### src/rtl/event_rr_dispatch.sv
// Round-robin event dispatcher: steers single-cycle events to N_CH lanes, skipping busy lanes.
// Define EVT_RR_STRICT_EN for strict rotation (no skipping; a busy target lane drops the event).
module event_rr_dispatch #(
    parameter int N_CH = 2,
    parameter int DW   = 16,
    parameter int CW   = ($clog2(N_CH) > 0) ? $clog2(N_CH) : 1
) (
    input  logic                 clk,
    input  logic                 reset,
    input  logic                 in_valid,
    input  logic [DW-1:0]        in_data,
    output logic                 in_ready,
    input  logic [N_CH-1:0]      ch_ready,
    output logic [N_CH-1:0]      out_valid,
    output logic [N_CH*DW-1:0]   out_data,
    output logic [CW-1:0]        cur_ch,
    output logic [15:0]          drop_cnt
);

    logic [CW-1:0]        ptr_q, ptr_d;
    logic [N_CH-1:0]      valid_q, valid_d;
    logic [N_CH*DW-1:0]   data_q, data_d;
    logic [15:0]          drop_q, drop_d;

    logic [N_CH-1:0]      grant;
    logic [CW-1:0]        sel;
    logic                 accept;
    logic                 drop;

`ifdef EVT_RR_STRICT_EN
    // Only the lane under the pointer may take the event.
    for (genvar gi = 0; gi < N_CH; gi++) begin : gen_strict
        assign grant[gi] = ch_ready[gi] & (ptr_q == CW'(gi));
    end
`else
    logic [N_CH-1:0] at_or_after;
    logic [N_CH-1:0] req_hi;
    logic [N_CH-1:0] req_pick;

    for (genvar gi = 0; gi < N_CH; gi++) begin : gen_mask
        assign at_or_after[gi] = (CW'(gi) >= ptr_q);
    end

    // Prefer ready lanes at/after the pointer; otherwise wrap to the lowest ready lane.
    assign req_hi   = ch_ready & at_or_after;
    assign req_pick = (|req_hi) ? req_hi : ch_ready;
    assign grant    = req_pick & (~req_pick + N_CH'(1));
`endif

    // One-hot grant to binary index.
    for (genvar gb = 0; gb < CW; gb++) begin : gen_enc
        logic [N_CH-1:0] plane;
        for (genvar gi = 0; gi < N_CH; gi++) begin : gen_bit
            localparam logic [CW-1:0] IDX = CW'(gi);
            assign plane[gi] = grant[gi] & IDX[gb];
        end
        assign sel[gb] = |plane;
    end

    assign in_ready = |grant;
    assign accept   = in_valid & in_ready;
    assign drop     = in_valid & ~in_ready;

    assign valid_d = accept ? grant : '0;

    for (genvar gi = 0; gi < N_CH; gi++) begin : gen_data
        assign data_d[gi*DW +: DW] = (accept & grant[gi]) ? in_data : '0;
    end

    assign ptr_d  = accept ? ((sel == CW'(N_CH - 1)) ? '0 : sel + CW'(1)) : ptr_q;
    assign drop_d = (drop && (drop_q != 16'hFFFF)) ? drop_q + 16'd1 : drop_q;

    always_ff @(posedge clk) begin
        if (reset) begin
            ptr_q   <= '0;
            valid_q <= '0;
            data_q  <= '0;
            drop_q  <= '0;
        end else begin
            ptr_q   <= ptr_d;
            valid_q <= valid_d;
            data_q  <= data_d;
            drop_q  <= drop_d;
        end
    end

    assign out_valid = valid_q;
    assign out_data  = data_q;
    assign cur_ch    = ptr_q;
    assign drop_cnt  = drop_q;

endmodule

### config.mk
export PLATFORM = sky130hd
export DESIGN_NAME = event_rr_dispatch
export DESIGN_NICKNAME = d
export VERILOG_FILES = /design/src/rtl/event_rr_dispatch.sv
export SDC_FILE = /design/constraint.sdc
export NUM_CORES = 1
export LEC_CHECK = 0
export ABC_CLOCK_PERIOD_IN_PS = 4150
export CAP_MARGIN = 10
export CORE_ASPECT_RATIO = 1.25
export CORE_MARGIN = 4
export CORE_UTILIZATION = 45
export DETAILED_ROUTE_END_ITERATION = 8
export GPL_TIMING_DRIVEN = 0
export PLACE_DENSITY = 0.95
export SLEW_MARGIN = 10
export SYNTH_ARGS = -nofsm -noshare
export SYNTH_HDL_FRONTEND = slang
export SYNTH_SLANG_ARGS = --single-unit
### constraint.sdc
create_clock -name clk -period 4.15 [get_ports clk]
set_input_delay 1.0375 -clock clk [delete_from_list [all_inputs] [get_ports clk]]
set_output_delay 1.0375 -clock clk [all_outputs]
set_load 0.05 [all_outputs]
# Yosys cells after proc, flatten, opt, wreduce, memory -nomap -nowiden
# Index checks and enable logic that the tools add are counted.
word_totals:
  reg_bits: 51
  out_inout_bits: 52
  inputBits: 21
  wordCells: 30
classes:
  bitwise_logic: 11
  order_cmp: 2
  reduce_logical: 6
  n_eq_ne: 1
  n_mux: 2
  addsub: 3
op_table:
  columns: ["operator", "count"]
  rows:
  - ["16-bit by 1-bit adder with 16-bit output (second input constant)", 1]
  - ["16-bit inequality test (second input constant)", 1]
  - ["2-bit OR reduction", 5]
  - ["1-bit bitwise AND", 4]
  - ["2-bit bitwise AND", 2]
  - ["1-bit NOT", 4]
  - ["2-bit by 1-bit adder with 2-bit output (second input constant)", 1]
  - ["1-bit >= comparator (first input constant)", 2]
  - ["2-bit two-way mux", 1]
  - ["2-bit NOT", 1]
  - ["1-bit adder (second input constant)", 1]
  - ["1-bit logical AND", 1]
  - ["1-bit two-way mux", 1]

# Logic depth before layout (Yosys ltp)
depth:
  ltp_word: 12
  ltp_mapped: 6

# Least setup slack after synthesis
# Ideal clock, no wire load.
synth_path:
  path_type: "input port to output port"
  startpoint: "input ch_ready[0]"
  endpoint: "output in_ready"
  t_arrival_ns: 1.447
  path_slack_ns: 1.665
  cell_stages: 1
  n_path_buf: 0
  cell_sequence: "or2_2"
synth_via:
  elab_chain_len: 7
synth_rtl:
  columns: ["element", "line", "text"]
  rows:
  - ["from (decl)", "13", "input logic [N_CH-1:0] ch_ready,"]
  - ["2-bit bitwise AND", "45", "assign req_hi = ch_ready & at_or_after;"]
  - ["2-bit OR reduction", "46", "assign req_pick = (|req_hi) ? req_hi : ch_ready;"]
  - ["2-bit two-way mux *", "46", null]
  - ["2-bit NOT", "47", "assign grant = req_pick & (~req_pick + N_CH'(1));"]
  - ["2-bit by 1-bit adder with 2-bit output", "47", null]
  - ["2-bit bitwise AND *", "47", null]
  - ["2-bit OR reduction *", "60", "assign in_ready = |grant;"]
  - ["to (decl)", "12", "output logic in_ready,"]
# Mark *: on every way between the ends. The rest lies on a longest branch, timed or not.

# Worst setup path after layout
# Same ends and word-level chain as after synthesis.

==> out/results.tsv <==
stage	metric	value	unit
outcome	status	complete, no violations	
global_route	total global-route track usage	0.184	
clock_tree	clk buf depth	2	
die	placement row count	25	
clock_tree	clock sink count	51	
die	initial core utilization	0.470	
critical_path	crit-path max FO	6	
timing	Fin. Hold Viols	0	
layout	fillcell total	314	
layout	# diodes	0	
critical_path	WP data arrival	2.59	ns
timing	Rel. slew slack	0.652	
critical_path	crit path kind	in2out	
critical_path	WP data required	3.11	ns
layout	footprint of the multi-input gates	737	um^2
layout	final layout net count	275	
synthesis	Mapped Avg Cell Area	10.2	um^2
critical_path	Worst Setup Start Kind	primary input	
clock_tree	cts bufs inserted	5	
synthesis	warning count from the yosys run	0	
layout	Synth-to-Final Area Change	48.2	%
pwr	PwrDens	328	nW/um^2
clock_tree	# H-tree levels	2	
route	DRC	0	
critical_path	CP Cell Sequence	clkdlybuf4s50_1 -> or2_2 -> clkdlybuf4s50_1	
layout	share of cells above drive strength 1	0.0551	
timing	clock period minus worst slack	3.63	ns
clock_tree	Root Driver	clkbuf_8	
place	PortBufs	71	
global_route	pin count of the biggest net entering global routing	16	
route	drt pass-1 iters	4	
worst_hold_path	worst hold path type	reg2reg	
layout	FF+latch area	1020	um^2
clock_tree	hold_buf cts	0	
timing	Final Slew Violations	0	
critical_path	largest stage delay on the critical path	0.71	ns
global_route	initial antenna violation count	0	
synthesis	cell count after synthesis	175	
synthesis	count of cell types in the netlist	31	
timing	pin slew with the least headroom to its limit	0.521	ns
timing	Setup Viol. Count Final	0	
die	core box area	3820	um^2
critical_path	Most Frequent Cell on Critical Path	clkdlybuf4s50_1	
synthesis	sequential fraction of the synthesis area	0.569	
place	Routability Congestion	0.934	
route	vias per inst	5.14	
die	Top Ports	73	
route	Routed Antenna Nets	0	
place	Final HPWL DP	3340	um
synthesis	Mapped Nets	197	
clock_tree	number of cells upsized or downsized after cts	0	
layout	commonest non-fill, non-tap cell in the layout	clkdlybuf4s50_1	
job	Max Cap Viol	0	
pwr	Worst VDD drop	0.326	mV
critical_path	CP endpoint kind	output pin	
die	chip width	64.5	um
pwr	P_leak	0.930	nW
timing	Setup Total Neg Slack	0	ns
die	Die ar.	5060	um^2
timing	RSZ-0062 raised after global routing	false	
critical_path	CP max stage cell	clkdlybuf4s50_1	
die	chip height	78.6	um
clock_tree	CTS clk-pin slew, worst paths	0.09	ns
route	Routed WL per cell	14.2	um
route	DR vias	1582	
global_route	global-route wire length before repair	7220	um
layout	most frequent cells in the layout	clkdlybuf4s50_1, dfxtp_1, and2_1	
synthesis	synthesized area	1790	um^2
pwr	Design Power	0.872	mW
global_route	grt total ovfl	0	
clock_tree	TritonCTS clock tree	yes	
timing	Peak Freq	275	MHz
global_route	vias in the first global route	1534	
timing	Final Skew	0.00837	ns
timing	Tcrit/Tclk final	0.875	
synthesis	#FFs+latches synth	51	
route	DRT iter0 DRCs	126	
clock_tree	clk_lat worst skew	0.30	ns
clock_tree	post-CTS setup buffers	0	
route	final WL	4380	um
where the power goes:
part           switching [mW]  leakage, nW  internal [mW]
Clock                   0.159       0.0412          0.118
Combinational          0.0546        0.475         0.0389
Sequential            0.00359        0.413          0.498
path summary, 6_finish.rpt:
kind	start	endpoint	slack (ns)	cells after the start
max	ch_ready[0]	in_ready	0.52	3
min	drop_cnt[6]	drop_cnt[6]	0.52	2
max reg2reg	drop_cnt[0]	drop_cnt[14]	2.19	5
min reg2reg	drop_cnt[6]	drop_cnt[6]	0.52	2
per-layer routing:
| layer | share of wire | wire length [um] | up-vias | global-route usage |
|---|---|---|---|---|
| li1 | - | - | 781 | - |
| met1 | 0.35 | 1540 | 728 | 0.184 |
| met2 | 0.49 | 2150 | 67 | 0.308 |
| met3 | 0.14 | 620 | 6 | 0.114 |
| met4 | 0.016 | 71 | 0 | 0.0698 |
| met5 | 0 | 0 | - | 0 |
logic make-up (layout without fill, tap and decap cells):
family | after synthesis | after routing | synth area share
adder cells (fa/ha/maj) | 1 | 1 | 0.00698
multiplexers | 1 | 1 | 0.00628
flip-flops | 51 | 51 | 0.569
AO/OA/AOI/OAI | 34 | 34 | 0.113
buffers and inverters | 8 | 87 | 0.0195
AND/OR/NAND/NOR | 80 | 80 | 0.285
Yosys cell counts, drive strengths merged:
cell type,number,area (um^2)
or2,2,12.5
mux2,1,11.3
a31oi,1,6.26
and3,1,6.26
nor3,1,5.00
and2,33,206
nand4,5,31.3
o21ai,4,20.0
ha,1,12.5
nor3b,1,12.5
buf,2,12.5
nor2,2,7.51
nor2b,2,12.5
and4,2,17.5
or3,4,25.0
nand3b,1,7.51
nand2,8,30.0
nand2b,1,6.26
clkbuf,4,15.0
dfxtp,51,1020
or4,9,67.6
inv,2,7.51
o31ai,10,75.1
a311oi,1,8.76
a21oi,17,85.1
nand3,4,20.0
o21a,1,7.51
nor4,3,33.8
or3b,1,8.76
per-stage QoR:
stage,worst slack (ns),hold WS [ns],area [um^2],utilization,cells
final,0.520,0.518,2660,0.696,308
after global routing,0.496,0.546,2660,0.696,308
after CTS,0.533,0.518,2660,0.696,308
after detailed placement,0.533,0.506,2570,0.674,300
after global placement,0.540,0.485,2570,0.674,300
after floorplan,1.67,0.723,1790,-,175
final cells by class:
class,count,area share
Timing Repair Buffer,71,0.268
Tap cell,54,0.0254
Buffer,6,0.0104
Inverter,2,0.00283
Clock inverter,2,0.00471
Multi-Input combinational cell,116,0.277
Clock buffer,6,0.0273
Sequential cell,51,0.384
registers in the layout (all words and copies together), names as in the netlist:
| name | count |
|---|---|
| drop_cnt | 16 |
| out_data | 32 |
| cur_ch | 1 |
| out_valid | 2 |
worst max-delay path, delay by kind of cell:
kind | cells | cell delay [ns]
buffers and inverters | 2 | 1.21
AND/OR/NAND/NOR | 1 | 0.34
(Power assumes the default switching activity.)
